$ cat src/rtl/keypad_matrix_scanner.sv
// -----------------------------------------------------------------------------
// keypad_matrix_scanner
//   Scans a 4x4 active-low key matrix. One column is driven low at a time
//   (rotation 1110 -> 1101 -> 1011 -> 0111). The rows are synchronised, sampled
//   in the last dwell cycle of each column, and folded into a per-scan result
//   (lowest key code wins). A debounce FSM, stepped once per full scan, accepts
//   presses and releases after DEBOUNCE_SCANS consistent scans.
//
// Parameters
//   SCAN_DIV        clk cycles each column is driven (>= 4)
//   DEBOUNCE_SCANS  consecutive scans needed to accept press/release (2..15)
//
// Ports
//   clk          system clock
//   rst_n        asynchronous active-low reset
//   row_n  [3:0] matrix rows, pulled up, 0 = closed key on driven column (async)
//   col_n  [3:0] column drive, one-hot low
//   key_code[3:0] last accepted key, col*4 + row
//   key_valid    1-cycle pulse, new key accepted (key_code updated same cycle)
//   key_release  1-cycle pulse, accepted key released
//   key_held     high while the accepted key is down
// -----------------------------------------------------------------------------
module keypad_matrix_scanner #(
  parameter int SCAN_DIV       = 4,
  parameter int DEBOUNCE_SCANS = 3
) (
  input  logic       clk,
  input  logic       rst_n,
  input  logic [3:0] row_n,
  output logic [3:0] col_n,
  output logic [3:0] key_code,
  output logic       key_valid,
  output logic       key_release,
  output logic       key_held
);

  localparam int DW = (SCAN_DIV > 1) ? $clog2(SCAN_DIV) : 1;

  typedef enum logic [1:0] {
    ST_RELEASED,
    ST_PRESS_PEND,
    ST_PRESSED,
    ST_RELEASE_PEND
  } state_t;

  // ---------------------------------------------------------------------------
  // Row synchroniser (idle level is all-ones so reset looks like "no key")
  // ---------------------------------------------------------------------------
  logic [3:0] row_m;
  logic [3:0] row_s;

  // NOTE: sequential state uses non-blocking assignments so every flop samples
  // the pre-edge value of its inputs regardless of statement order.
  always_ff @(posedge clk or negedge rst_n) begin
    if (!rst_n) begin
      row_m <= 4'hF;
      row_s <= 4'hF;
    end else begin
      row_m <= row_n;
      row_s <= row_m;
    end
  end

  // ---------------------------------------------------------------------------
  // Column scan timing
  // ---------------------------------------------------------------------------
  logic [DW-1:0] dwell_q;
  logic [1:0]    col_q;
  logic          sample;
  logic          scan_end;

  assign sample   = (dwell_q == DW'(SCAN_DIV - 1));
  assign scan_end = sample && (col_q == 2'd3);

  always_ff @(posedge clk or negedge rst_n) begin
    if (!rst_n) begin
      dwell_q <= '0;
      col_q   <= 2'd0;
      col_n   <= 4'b1110;
    end else if (sample) begin
      dwell_q <= '0;
      col_q   <= col_q + 2'd1;
      col_n   <= {col_n[2:0], col_n[3]};
    end else begin
      dwell_q <= dwell_q + DW'(1);
    end
  end

  // ---------------------------------------------------------------------------
  // Per-scan accumulation: first hit in scan order is kept
  // ---------------------------------------------------------------------------
  logic       hit;
  logic [1:0] hit_row;
  logic       found_acc;
  logic [3:0] code_acc;
  logic       scan_found;
  logic [3:0] scan_code;

  // NOTE: every signal written in an always_comb gets a default first, so no
  // path leaves it unassigned and no latch is inferred.
  always_comb begin
    hit_row = 2'd0;
    // Walk from the top so the lowest active row is the one left standing.
    for (int r = 3; r >= 0; r--) begin
      if (!row_s[r]) hit_row = 2'(r);
    end
  end

  assign hit        = (row_s != 4'hF);
  // The col3 sample is folded in directly since the result is used on that edge.
  assign scan_found = found_acc | hit;
  assign scan_code  = found_acc ? code_acc : {col_q, hit_row};

  always_ff @(posedge clk or negedge rst_n) begin
    if (!rst_n) begin
      found_acc <= 1'b0;
      code_acc  <= 4'd0;
    end else if (scan_end) begin
      found_acc <= 1'b0;
      code_acc  <= 4'd0;
    end else if (sample && !found_acc && hit) begin
      found_acc <= 1'b1;
      code_acc  <= {col_q, hit_row};
    end
  end

  // ---------------------------------------------------------------------------
  // Debounce FSM: state register / next-state logic / output logic
  // ---------------------------------------------------------------------------
  state_t     state_q, state_d;
  logic [3:0] cand_q, cand_d;
  logic [3:0] cnt_q, cnt_d;
  logic [3:0] cnt_inc;
  logic       accept;
  logic       release_ev;
  logic [3:0] key_code_d;
  logic       key_held_d;
  logic       same_key;

  assign cnt_inc  = cnt_q + 4'd1;
  assign same_key = scan_found && (scan_code == cand_q);

  always_ff @(posedge clk or negedge rst_n) begin
    if (!rst_n) begin
      state_q     <= ST_RELEASED;
      cand_q      <= 4'd0;
      cnt_q       <= 4'd0;
      key_code    <= 4'd0;
      key_valid   <= 1'b0;
      key_release <= 1'b0;
      key_held    <= 1'b0;
    end else begin
      state_q     <= state_d;
      cand_q      <= cand_d;
      cnt_q       <= cnt_d;
      key_code    <= key_code_d;
      key_valid   <= accept;
      key_release <= release_ev;
      key_held    <= key_held_d;
    end
  end

  always_comb begin
    state_d    = state_q;
    cand_d     = cand_q;
    cnt_d      = cnt_q;
    accept     = 1'b0;
    release_ev = 1'b0;
    if (scan_end) begin
      unique case (state_q)
        ST_RELEASED: begin
          if (scan_found) begin
            state_d = ST_PRESS_PEND;
            cand_d  = scan_code;
            cnt_d   = 4'd1;
          end
        end
        ST_PRESS_PEND: begin
          if (same_key) begin
            cnt_d = cnt_inc;
            if (cnt_inc == 4'(DEBOUNCE_SCANS)) begin
              state_d = ST_PRESSED;
              accept  = 1'b1;
            end
          end else if (scan_found) begin
            cand_d = scan_code;
            cnt_d  = 4'd1;
          end else begin
            state_d = ST_RELEASED;
          end
        end
        ST_PRESSED: begin
          if (!same_key) begin
            state_d = ST_RELEASE_PEND;
            cnt_d   = 4'd1;
          end
        end
        ST_RELEASE_PEND: begin
          if (same_key) begin
            state_d = ST_PRESSED;
          end else begin
            cnt_d = cnt_inc;
            if (cnt_inc == 4'(DEBOUNCE_SCANS)) begin
              state_d    = ST_RELEASED;
              release_ev = 1'b1;
            end
          end
        end
        default: state_d = ST_RELEASED;
      endcase
    end
  end

  always_comb begin
    key_code_d = accept ? cand_q : key_code;
    key_held_d = (state_d == ST_PRESSED) || (state_d == ST_RELEASE_PEND);
  end

endmodule

$ cat config.mk
export PLATFORM = sky130hd
export DESIGN_NAME = keypad_matrix_scanner
export DESIGN_NICKNAME = d
export VERILOG_FILES = /design/src/rtl/keypad_matrix_scanner.sv
export SDC_FILE = /design/constraint.sdc
export NUM_CORES = 1
export LEC_CHECK = 0
export CAP_MARGIN = 20
export CORE_MARGIN = 1
export CORE_UTILIZATION = 45
export CTS_BUF_LIST = sky130_fd_sc_hd__clkbuf_4
export CTS_CLUSTER_DIAMETER = 40
export CTS_CLUSTER_SIZE = 30
export DETAILED_ROUTE_END_ITERATION = 8
export GPL_TIMING_DRIVEN = 1
export PLACE_DENSITY_LB_ADDON = 0.12
export SLEW_MARGIN = 20
export SYNTH_ARGS = -nofsm -noshare
export SYNTH_HDL_FRONTEND = slang
export SYNTH_SLANG_ARGS = --single-unit
$ cat constraint.sdc
create_clock -name clk -period 6.2 [get_ports clk]
set_input_delay 0.62 -clock clk [delete_from_list [all_inputs] [get_ports clk]]
set_output_delay 0.62 -clock clk [all_outputs]
set_load 0.03 [all_outputs]
==> out/qor.txt, run 1 <==
Outcome -> completed
Root buf cell -> clkbuf_4
Clock Pin Slew Worst Setup and Hold Paths -> 0.12 ns
Final antenna-violating net count -> 0
Postcts setup bufs -> 0
Die H -> 66.2 um
Power share of the combinational group -> 14.2%
Post-Syn Nets -> 168
I/O pin cnt -> 17
Mapped Avg Cell Area -> 11.7 sq um
Die W -> 66.2 um
Final WL -> 3510 um
Area growth syn-to-layout -> 14.2%
Register area share after synthesis -> 52.1%
Post-DP HPWL -> 2540 um
Synth warn -> 0
Crit path cell chain -> nand3b_1, o211a_1, nor4_4, a311oi_2, mux2_4
Global route overflow -> 0
Worst slew pin tran -> 0.864 ns
Clock skew -> 0.0147 ns
Most frequent cells in the layout -> 27 x dfrtp_1, 16 x clkdlybuf4s50_1, 13 x nand2_1, 11 x dfstp_2
Cells after Synth -> 158
Seq pwr share -> 59.4%
GPL Wtd Cong -> 0.852
Final setup violation count -> 0
Initial antenna violation count -> 0
Slew Viols, Final -> 0
Number of buffers created by CTS -> 5
Worst hold path class -> reg -> reg
Synth unique cells -> 47
Worst hold slack -> 0.363 ns
Vias -> 1282
Seq cells post-synth -> 38
WP buf/inv -> 0
Filler cells -> 317
Commonest non-fill, non-tap cell in the layout -> dfrtp_1
Post-cts resize count -> 0
Nets -> 189
WP data arrival -> 2.61 ns
Final period util -> 38.0%
Worst Setup Start Kind -> flip-flop
Initial Utilization -> 48.8%
ANT cells -> 0
Final Hold Vio Count -> 0
DRC viols -> 0
Post-DR vias/cell -> 5.62
First-pass GRT wire length -> 6230 um
Sinks on Clock Net -> 38
Number of global-route vias before repair -> 1321
Worst path required time -> 6.45 ns
Ys flop type -> dfrtp_1
Clock Path Buffers -> 2
Initial DRC Count -> 56
Largest net degree at the start of global routing -> 39
Number of iterations in the first detailed-routing pass -> 4
Maximum vdd ir drop -> 0.145 mV
Die Area -> 4380 sq um
CP max-delay cell -> dfrtp_1
Port-buffer cells -> 16
Post-synth EDFFs -> 0
CP peak stage delay -> 0.51 ns
Power per Cell Area -> 220 nW/um^2
Syn Std Cell Area -> 1850 sq um
Int Pwr -> 0.000330 W
CTS Hold Bufs -> 0
Sw frac -> 28.9%
Core box area -> 3800 sq um
FF+latch area -> 965 sq um
Fraction of registers with async set/reset -> 100%
H-tree depth -> 2
Clock power frac -> 26.3%
Maxcap violations -> 0
Num rows -> 22
Net load switching power -> 0.000134 W
Fmax -> 0.425 GHz
CTS tree -> yes
Max-slew headroom -> 41.7%
Crit path kind -> reg -> reg
Critical Path Fanout Max -> 7
Lkg Pwr -> 0.879 nW
Global-route total usage across every layer -> 19.3%
Setup crit end kind -> flip-flop
Clock Latency Late Sink -> 0.35 ns
Wire length per cell -> 15.4 um
Setup_tns -> 0 ns
RSZ-0062 raised after global routing -> no
Share of cells above drive strength 1 -> 21.1%
Min Tclk post-route -> 2.35 ns
Footprint of the multi-input gates -> 832 sq um
Final core utilization -> 55.7%
Crit path max-delay family -> simple AND/OR/NAND/NOR gates
## area by class of cell
cell class | count | share of cell area, %
Clock buffer | 5 | 1.77
Sequential cell | 38 | 45.6
Clock inverter | 3 | 0.769
Inverter | 10 | 1.77
Timing Repair Buffer | 17 | 7.92
Multi-Input combinational cell | 107 | 39.3
Tap cell | 48 | 2.84
## power by group through the flow
| stage | Clock (W) | Combinational [W] | Sequential [W] |
|---|---|---|---|
| after floorplan | 0 | 0.0000418 | 0.000279 |
| after global placement | 0 | 0.0000642 | 0.000279 |
| after detailed placement | 0 | 0.0000654 | 0.000280 |
| after CTS | 0.000128 | 0.0000667 | 0.000276 |
| after global routing | 0.000141 | 0.0000739 | 0.000278 |
| final | 0.000122 | 0.0000662 | 0.000276 |
## registers in the layout, summed over array words and instances, names as in the netlist, 4 cells and up
register and cells:
cand_q 4, cnt_q 4, code_acc 4, col_n 4, key_code 4, row_m 4, row_s 4
## Yosys cell counts, types with 2 or more instances
cell	number	share of area, %
mux2_2	8	4.9
nand2b_1	4	1.4
nor2_1	7	1.4
ha_1	4	2.7
a211oi_1	2	0.81
nor3_1	3	0.81
xor2_1	2	0.95
inv_1	9	1.8
o31ai_1	4	1.6
o41ai_1	2	0.95
o21ai_0	9	2.4
o221ai_1	2	0.95
mux2i_1	4	2.2
xnor2_2	2	1.8
mux2_1	2	1.2
dfstp_2	11	16
nand2_1	13	2.6
nand3_1	9	2.4
a21boi_0	2	0.81
or3_1	2	0.68
o22ai_1	2	0.68
dfrtp_1	27	36
a21oi_1	4	1.1
## per-layer routing
metal	GRT usage [%]	up-vias	routed length (um)
met3	4.66	5	134
met2	33.0	31	1770
met1	23.8	628	1560
met4	6.38	0	42
met5	0	-	0
li1	-	618	-
## worst register-to-register path, cell delays in order, from the launching register on
cell      delay, ns
dfrtp_1        0.51
nand3b_1       0.32
o211a_1        0.32
nor4_4         0.49
a311oi_2       0.27
mux2_4         0.34
## per-stage QoR
step           total power (W)  instances  worst slack [ns]  area (sq um)
2_1_floorplan         0.000321        158              4.15          1850
3_3_place_gp          0.000343        220              3.89          2060
3_5_place_dp          0.000345        220              3.90          2060
4_1_cts               0.000470        228              3.86          2120
5_1_grt               0.000492        228              3.73          2120
6_report              0.000464        228              3.85          2120
## worst paths after layout
path / from / end / slack (ns) / cells after the start
max in group asynchronous: rst_n / row_s[3] / 5.16 / 2
min reg2reg: row_m[1] / row_s[1] / 0.36 / 0
max: found_acc / cand_q[1] / 3.85 / 5
min: row_m[1] / row_s[1] / 0.36 / 0
min in group asynchronous: rst_n / cand_q[1] / 0.68 / 2
max reg2reg: found_acc / cand_q[1] / 3.85 / 5
## logic make-up after synthesis
family          Yosys count  share of synthesized area (%)
mux                      17                           11.0
simple gates             47                           14.9
xor+xnor                  5                           3.17
compound gates           34                           13.1
buf+inv                  13                           3.04
flops                    38                           52.1
fa+ha+maj                 4                           2.70
Note: power is estimated with default switching activity, not from simulation.
==> run 2: changes to the inputs <==
clock period = 2 ns   (was 6.2 ns; I/O delays follow)
==> out/qor.txt, run 2 (same netlist as run 1, synthesis figures left out) <==
Nets -> 212 (was 189)
Clock Pin Slew Worst Setup and Hold Paths -> 0.11 ns (was 0.12 ns)
FF-to-FF End -> state_q[0] (was cand_q[1])
Root buf cell -> clkbuf_4 (unchanged)
Share of cells above drive strength 1 -> 37.4% (was 21.1%)
GPL Wtd Cong -> 0.927 (was 0.852)
Crit path kind -> reg -> reg (unchanged)
Critical Path Fanout Max -> 5 (was 7)
Initial Utilization -> 48.8% (unchanged)
Initial DRC Count -> 82 (was 56)
Maxcap violations -> 0 (unchanged)
Final period util -> 100% (was 38.0%)
Die Area -> 4380 sq um (unchanged)
Fmax -> 0.498 GHz (was 0.425 GHz)
Largest net degree at the start of global routing -> 39 (unchanged)
Commonest non-fill, non-tap cell in the layout -> dfrtp_1 (unchanged)
Die W -> 66.2 um (unchanged)
Crit path max-delay family -> compound AO/OA/AOI/OAI gates (was simple AND/OR/NAND/NOR gates)
Final setup violation count -> 1 (was 0)
RSZ-0062 raised after global routing -> yes (was no)
FF+latch area -> 966 sq um (was 965 sq um)
R2R setup slack -> -0.009 ns (was 3.85 ns)
Number of buffers created by CTS -> 5 (unchanged)
Slew Viols, Final -> 0 (unchanged)
CP max-delay cell -> or4_4 (was dfrtp_1)
Number of global-route vias before repair -> 1435 (was 1321)
ANT cells -> 0 (unchanged)
Final core utilization -> 64.4% (was 55.7%)
Worst hold path class -> in -> reg (was reg -> reg)
Max-slew headroom -> 44.5% (was 41.7%)
Post-DR vias/cell -> 5.67 (was 5.62)
Num rows -> 22 (unchanged)
Power per Cell Area -> 696 nW/um^2 (was 220 nW/um^2)
Min Tclk post-route -> 2.01 ns (was 2.35 ns)
Initial antenna violation count -> 0 (unchanged)
Global route overflow -> 0 (unchanged)
Filler cells -> 307 (was 317)
Outcome -> finished, violations left (was completed)
Port-buffer cells -> 16 (unchanged)
Dpl cells -> 237 (was 220)
Worst R2R Path Depth -> 5 (unchanged)
Crit path depth -> 5 (unchanged)
Worst path required time -> 2.22 ns (was 6.45 ns)
DRC viols -> 0 (unchanged)
Final WL -> 3900 um (was 3510 um)
Core box area -> 3800 sq um (unchanged)
Clock skew -> 0.00324 ns (was 0.0147 ns)
WP buf/inv -> 0 (unchanged)
Final antenna-violating net count -> 0 (unchanged)
Area growth syn-to-layout -> 31.9% (was 14.2%)
CP Capture Point -> state_q[0] (was cand_q[1])
Crit path cell chain -> nand3b_1, o211a_1, or4_4, a211oi_1, o31ai_1 (was nand3b_1, o211a_1, nor4_4, a311oi_2, mux2_4)
H-tree depth -> 2 (unchanged)
First-pass GRT wire length -> 6540 um (was 6230 um)
Global-route total usage across every layer -> 20.2% (was 19.3%)
CP peak stage delay -> 0.48 ns (was 0.51 ns)
Die H -> 66.2 um (unchanged)
Setup crit end kind -> flip-flop (unchanged)
Footprint of the multi-input gates -> 961 sq um (was 832 sq um)
Worst setup margin -> -0.00938 ns (was 3.85 ns)
WP data arrival -> 2.23 ns (was 2.61 ns)
Post-DP HPWL -> 2770 um (was 2540 um)
Finished Layout Cells -> 251 (was 228)
Failing checks -> setup timing
Final Hold Vio Count -> 0 (unchanged)
Sinks on Clock Net -> 38 (unchanged)
Worst Setup Start Kind -> flip-flop (unchanged)
Most frequent cells in the layout -> 26 x dfrtp_1, 22 x buf_4, 15 x clkdlybuf4s50_1, 12 x nand2_1, 11 x dfstp_2 (was 27 x dfrtp_1, 16 x clkdlybuf4s50_1, 13 x nand2_1, 11 x dfstp_2)
Wire length per cell -> 15.5 um (was 15.4 um)
Maximum vdd ir drop -> 0.419 mV (was 0.145 mV)
Clock Latency Late Sink -> 0.34 ns (was 0.35 ns)
Vias -> 1424 (was 1282)
Worst slew pin tran -> 0.832 ns (was 0.864 ns)
Clock Path Buffers -> 2 (unchanged)
Worst setup path startpoint -> found_acc (unchanged)
R2R Path Start -> found_acc (unchanged)
Lkg Pwr -> 1.07 nW (was 0.879 nW)
Number of iterations in the first detailed-routing pass -> 4 (unchanged)
CTS tree -> yes (unchanged)
I/O pin cnt -> 17 (unchanged)
-- run 2: changes by cell type in the layout (fill, tap and decap cells not counted), moves of 2 or more --
| cell | delta |
|---|---|
| buf_4 | +21 |
| ha_1 | -2 |
| mux2_1 | -2 |
| mux2_4 | +3 |
-- run 2: layer usage --
metal  track usage [%]  up-vias  wire length [um]
li1                  -      666                 -
met1              24.9      700              1700
met2              34.1       48              1970
met3              4.66       10               169
met4              7.71        0                63
met5                 0        -                 0
-- run 2: cell type report --
type | instances | share of cell area (%)
inverter | 10 | 1.54
multi-input combinational | 107 | 39.3
timing repair buffer | 40 | 14.0
clock inverter | 2 | 1.38
tap | 48 | 2.46
sequential | 38 | 39.5
clock buffer | 6 | 1.84
-- run 2: power by group --
| group | internal (W) | leakage (nW) | switching [W] | total, W |
|---|---|---|---|---|
| logic | 0.000156 | 0.554 | 0.000172 | 0.000328 |
| registers | 0.000810 | 0.469 | 0.0000406 | 0.000850 |
| clock network | 0.000274 | 0.0433 | 0.000249 | 0.000523 |
-- run 2: worst min-delay path by stage --
stage	startpoint	to	depth (start not counted)
floorplan	rst_n	cand_q[0]	0
global placement	rst_n	key_release	1
detailed placement	rst_n	key_release	1
CTS	row_n[2]	row_m[2]	1
global route	row_n[2]	row_m[2]	1
finish	row_n[2]	row_m[2]	1
-- run 2: metrics by stage --
stage / area, sq um / total power, W / hold slack [ns] / setup slack (ns) / setup TNS (ns)
global placement: 2190 / 0.00110 / 0.334 / -0.00342 / -0.00342
global route: 2440 / 0.00178 / 0.226 / -0.0690 / -0.350
CTS: 2330 / 0.00165 / 0.239 / -0.0354 / -0.0755
floorplan: 1860 / 0.000998 / -0.0956 / -0.0000411 / -0.0000411
finish: 2440 / 0.00170 / 0.252 / -0.00938 / -0.00938
detailed placement: 2190 / 0.00112 / 0.342 / -0.0621 / -0.156
-- run 2: what timing repair did --
action,in CTS,in global routing
hold buffers,1,0
resized for setup,6,17
hold endpoints to repair,27,0
buffers inserted,3,3
endpoints found under the setup margin,11,14
gates cloned,0,0
pin swaps,4,6
==> RTL edit 1: new RTL, config.mk and constraints of run 2 <==
Put one more register stage on the output `key_held`. The value now appears one clock later. The other outputs are not delayed to match.
--- a/src/rtl/keypad_matrix_scanner.sv
+++ b/src/rtl/keypad_matrix_scanner.sv
@@ -43,6 +43,8 @@
     ST_RELEASE_PEND
   } state_t;
 
+  logic key_held_s0;
+
   // ---------------------------------------------------------------------------
   // Row synchroniser (idle level is all-ones so reset looks like "no key")
   // ---------------------------------------------------------------------------
@@ -148,7 +150,7 @@
       key_code    <= 4'd0;
       key_valid   <= 1'b0;
       key_release <= 1'b0;
-      key_held    <= 1'b0;
+      key_held_s0 <= 1'b0;
     end else begin
       state_q     <= state_d;
       cand_q      <= cand_d;
@@ -156,7 +158,7 @@
       key_code    <= key_code_d;
       key_valid   <= accept;
       key_release <= release_ev;
-      key_held    <= key_held_d;
+      key_held_s0 <= key_held_d;
     end
   end
 
@@ -216,5 +218,9 @@
     key_held_d = (state_d == ST_PRESSED) || (state_d == ST_RELEASE_PEND);
   end
 
+  always_ff @(posedge clk) begin
+    key_held <= key_held_s0;
+  end
+
 endmodule
 
Formal check against the unedited RTL: no difference found for any inputs over 10 cycles, from zero or initial values and one cycle with rst_n low; that may be too few to reach the edited logic, so the function may still have changed.
==> RTL edit 1 against run 2 <==
The run still ends with setup timing left. Synthesized area is 1.1% higher. Setup slack worse by 17 ps. Clock skew is 7.6 ps higher. Final area is 1.2% higher. Routed wire length is 1.2% lower. Non-clock buffer count is 2 higher. Count of clock-buffer cells in the layout is 1 lower. Power is 0.23% lower. Die area is 1.0% higher. Via count is 2.7% lower. Sequential share of layout area is 0.35 points higher. Sequential cell count is 1 higher. Critical endpoint is now cnt_q[0].
==> RTL edit 1: results (changes against run 2) <==
[worst_setup_path]
reg2reg_from=found_acc  ; unchanged
path_max_fanout=5  ; unchanged
cpMaxStageDelayCell=or4_4  ; unchanged
max_stage_delay_ps=590  ; was 480 ps
crit_arrival_ps=2260  ; was 2230 ps

[place]
dp_cells=241  ; was 237
place_area_um2=2221  ; was 2191 um^2
pre_cts_ws_ps=-166.6  ; was -62.09 ps
io_buffers=16  ; unchanged
place_hpwl_um=2672  ; was 2770 um
gp_congestion=0.8998  ; was 0.9269

[finish]
drive_gt1_frac=0.3689  ; was 0.3744
finalNonFillerCells=256  ; was 251
num-nets-final=215  ; was 212
n_antenna_cell=0  ; unchanged
fill_cells=318  ; was 307

[status]
failed_checks=setup timing  ; unchanged
status=finished, violations left  ; unchanged

[routing]
drt_iter0_markers=77  ; was 82
dr.pass1.iters=5  ; was 4
wirelength_um=3856  ; was 3903 um
vias_per_cell=5.410  ; was 5.673

[synth]
ys_top_cells_by_count=dfrtp_1 (27), nand2_1 (13), dfstp_2 (11)  ; unchanged
synthTopCellsByArea=dfrtp_1 (36%), dfstp_2 (15%), mux2_2 (4.8%)  ; was dfrtp_1 (36%), dfstp_2 (16%), mux2_2 (4.9%)
syn-num-nets=169  ; was 168
synthCells=159  ; was 158
synth_cell_types=48  ; was 47
synth_warnings=0  ; unchanged
synthArstFlopShare=0.9744  ; was 1.000
seq_area_frac_synth=0.5257  ; was 0.5206

[grt]
antenna_found_initial=0  ; unchanged
first_global_vias=1360  ; was 1435
globalRouteTotalUtil=0.2001  ; was 0.2018
grt_pass1_wl_um=6430  ; was 6541 um

[hold_path]
min_from=row_n[1]  ; was row_n[2]
min_path_type=in -> reg  ; unchanged

[clocking]
cts_max_level=2  ; unchanged
cts_root_buf=clkbuf_4  ; unchanged
cts_buffer_depth=2  ; unchanged
clk_pin_slew_worst_paths_ps=120

[power]
peakVddDrop_mv=0.4213  ; was 0.4192 mV
p_int_mw=1.237  ; was 1.239 mW
p_leak_nw=1.087  ; was 1.066 nW

[sta]
fin_skew_ps=10.86  ; was 3.238 ps
setup_viol_count_final=3  ; was 1
worst_slew_pin_slew_ps=803.6  ; was 832.4 ps
layout_setup_ws_ps=-26.83  ; was -9.376 ps

## RTL edit 1: power groups by stage
stage | clock [mW] | sequential [mW] | combinational, mW
final | 0.508 | 0.870 | 0.320
after global routing | 0.556 | 0.875 | 0.347
after CTS | 0.527 | 0.868 | 0.283
after detailed placement | 0 | 0.881 | 0.261
after global placement | 0 | 0.878 | 0.254
after floorplan | 0 | 0.888 | 0.133
## RTL edit 1: timing repair
item                                   CTS  global route
pin swaps                                1             6
hold buffers                             1             0
endpoints found under the hold margin   27             0
setup endpoints to repair               12            13
resized for setup                       10            12
buffers inserted                         2             4
## RTL edit 1: path summary, 6_finish.rpt
| kind | slack [ps] | cells after the start | to |
|---|---|---|---|
| worst max-delay path | -30 | 5 | cnt_q[0] |
| worst min-delay path | 250 | 1 | row_m[1] |
| worst max register to register | -30 | 5 | cnt_q[0] |
| worst min register to register | 360 | 0 | key_held |
| max in group asynchronous | 980 | 2 | found_acc |
| min in group asynchronous | 460 | 2 | cnt_q[0] |
## RTL edit 1: kinds of logic (layout without fill, tap and decap cells)
logic type               count (synthesis)  count (layout)  share of synthesized area
XOR/XNOR                                 5               5                    0.03140
AO/OA/AOI/OAI                           34              34                     0.1296
adder cells (fa/ha/maj)                  4               4                    0.02672
buffers and inverters                   13              60                    0.03005
multiplexers                            17              17                     0.1089
AND/OR/NAND/NOR                         47              47                     0.1476
flip-flops                              39              39                     0.5257
## RTL edit 1: area by class of cell
type / count / area [um^2] / share of cell area
inverters: 10 / 37.54 / 0.01517
repair buffers: 42 / 364.1 / 0.1472
clock inverters: 3 / 38.79 / 0.01568
clock buffers: 5 / 37.54 / 0.01517
multi-input cells: 107 / 947.2 / 0.3829
well taps: 50 / 62.56 / 0.02529
flip-flops and latches: 39 / 985.9 / 0.3986
## RTL edit 1: worst max-delay path, delay by kind of cell (launching register included)
kind	cells	cell delay, ps
flip-flops	1	450
multiplexers	1	320
AO/OA/AOI/OAI	2	400
XOR/XNOR	1	140
AND/OR/NAND/NOR	1	590
## RTL edit 1: per-stage QoR
stage | hold WS [ps] | setup TNS (ps)
5_1_grt | 223.0 | -766.1
6_report | 245.7 | -55.29
3_3_place_gp | 330.8 | -2.111
3_5_place_dp | 330.2 | -494.3
4_1_cts | 231.5 | -83.97
2_1_floorplan | -95.59 | -0.04108
## RTL edit 1: per-layer routing
metal  track usage  share of wire
met1        0.2577           0.44
met2        0.3240           0.51
met3       0.05651          0.037
met4       0.06383          0.013
met5             0              0
==> RTL edit 2: new RTL, config.mk and constraints of run 2 <==
Without the edit above. `SCAN_DIV`: 4 -> 8. Comments in the files are not updated.
--- a/src/rtl/keypad_matrix_scanner.sv
+++ b/src/rtl/keypad_matrix_scanner.sv
@@ -21,7 +21,7 @@
 //   key_held     high while the accepted key is down
 // -----------------------------------------------------------------------------
 module keypad_matrix_scanner #(
-  parameter int SCAN_DIV       = 4,
+  parameter int SCAN_DIV       = 8,
   parameter int DEBOUNCE_SCANS = 3
 ) (
   input  logic       clk,
Formal check against the unedited RTL: not equivalent (Yosys sat finds a counterexample within 10 cycles, from zero or initial values and one cycle with rst_n low).
==> RTL edit 2 against run 2 <==
The flow still finishes with violations (setup timing). Critical endpoint is now key_code[1]. Setup slack worse by 35 ps. Non-clock buffer count is 11 higher. Synthesized cell count is 4.4% lower. Sequential share of layout area is 0.39 points higher. Synthesized area hardly changed. Sequential cell count is 1 higher. Final area is 1.6% higher. Count of clock-buffer cells in the layout is 1 higher. Routed wire length is 8.4% lower. Critical path type unchanged. Die area hardly changed.
Power is not compared: it rests on default switching activity, and its combinational part moved more than twofold at a synthesized area within 25%.
==> RTL edit 2: results (changes against run 2) <==
[status]
status=finished, violations left  ; unchanged
failed_checks=setup timing  ; unchanged

[routing]
wirelength_um=3574  ; was 3903 um
vias_per_cell=5.189  ; was 5.673
drt_iter0_markers=56  ; was 82
post-route-drc-count=0  ; unchanged
route.detailed.wl_per_inst_um=14.07  ; was 15.55 um

[synth]
synthCells=151  ; was 158
synthArstFlopShare=1.000  ; unchanged
synth_compound_area_frac=0.1046  ; was 0.1310
syn-num-nets=162  ; was 168
synth_fa_ha_area_frac=0.03374  ; was 0.02701
seq_area_frac_synth=0.5337  ; was 0.5206
synth_ff_type=dfrtp_1  ; unchanged
synthTopCellsByArea=dfrtp_1 (38%), dfstp_2 (16%), mux2_2 (5.5%)  ; was dfrtp_1 (36%), dfstp_2 (16%), mux2_2 (4.9%)
synth-xor-area-share=0.04116  ; was 0.03174
ys_top_cells_by_count=dfrtp_1 (28), nand2_1 (12), dfstp_2 (11), mux2_2 (9)  ; was dfrtp_1 (27), nand2_1 (13), dfstp_2 (11)
synth.area.mux_share=0.1194  ; was 0.1101
synth_cell_types=41  ; was 47
synth_warnings=0  ; unchanged

[power]
power_frac_seq=0.595
finalPower_mw=1.382
p_sw_mw=0.3344
peakVddDrop_mv=0.4507

[place]
gp_congestion=0.8335  ; was 0.9269
dp_cells=239  ; was 237
place_hpwl_um=2499  ; was 2770 um
io_buffers=16  ; unchanged

[worst_setup_path]
path_delay_family=flip-flops  ; was compound AO/OA/AOI/OAI gates
cpMaxStageDelayCell=dfstp_2  ; was or4_4
max_stage_delay_ps=570  ; was 480 ps

[clocking]
cts_resized=13  ; was 6
cts_max_level=2  ; unchanged
clock_latency_ps=340  ; about the same
cts_inserted_buffers=5  ; unchanged
clk_pin_slew_worst_paths_ps=120
post_cts.repair.setup_buffers=4  ; was 3

[sta]
setup_viol_count_final=5  ; was 1
tns_ps=-202.6  ; was -9.376 ps
layout_setup_ws_ps=-44.39  ; was -9.376 ps
fin_skew_ps=11.33  ; was 3.238 ps
relSlewSlack=0.4389  ; was 0.4450

[grt]
globalRouteTotalUtil=0.1839  ; was 0.2018
antenna_found_initial=0  ; unchanged
grt_max_degree=40  ; was 39
first_global_vias=1317  ; was 1435
grt_pass1_wl_um=5892  ; was 6541 um

[finish]
drive_gt1_frac=0.4175  ; was 0.3744
num-nets-final=216  ; was 212

[RTL edit 2: cell types whose count changed in the layout (fill, tap and decap cells not counted), sizes merged, moves of 3 or more]
cell / run 2 / this run
buf: 24 / 35
nand3: 9 / 6
o21ai: 9 / 6
nor4: 1 / 4
inv: 9 / 6
[RTL edit 2: worst paths after layout]
| path | startpoint | to | slack (ps) | cells after the start |
|---|---|---|---|---|
| min in group asynchronous | rst_n | cnt_q[3] | 490 | 2 |
| max in group asynchronous | rst_n | found_acc | 920 | 2 |
| min | row_n[3] | row_m[3] | 260 | 1 |
| max | row_s[0] | key_code[1] | -40 | 8 |
| max reg2reg | row_s[0] | key_code[1] | -40 | 8 |
| min reg2reg | row_m[1] | row_s[1] | 350 | 0 |
[RTL edit 2: stage by stage]
| step | worst slack [ps] | cell area (um^2) |
|---|---|---|
| 2_1_floorplan | 2.880 | 1861 |
| 3_3_place_gp | -49.64 | 2256 |
| 3_5_place_dp | -167.7 | 2256 |
| 4_1_cts | -45.34 | 2429 |
| 5_1_grt | -111.3 | 2484 |
| 6_report | -44.39 | 2484 |
[RTL edit 2: layer usage]
layer  wire length (um)  GRT usage  up-vias  part of all wire
met1               1666     0.2377      640              0.47
met2               1782     0.2908       18              0.50
met4                 27    0.06383        0            0.0076
met5                  0          0        -                 0
li1                   -          -      654                 -
met3                 97    0.05690        6             0.027
[RTL edit 2: layout make-up]
| class | instances | area [um^2] |
|---|---|---|
| Fill cell | 302 | 1315 |
| Sequential cell | 39 | 991.0 |
| Multi-Input combinational cell | 102 | 910.9 |
| Timing Repair Buffer | 51 | 439.2 |
| Tap cell | 48 | 60.06 |
| Clock buffer | 7 | 52.55 |
| Inverter | 6 | 22.52 |
| Clock inverter | 1 | 7.507 |
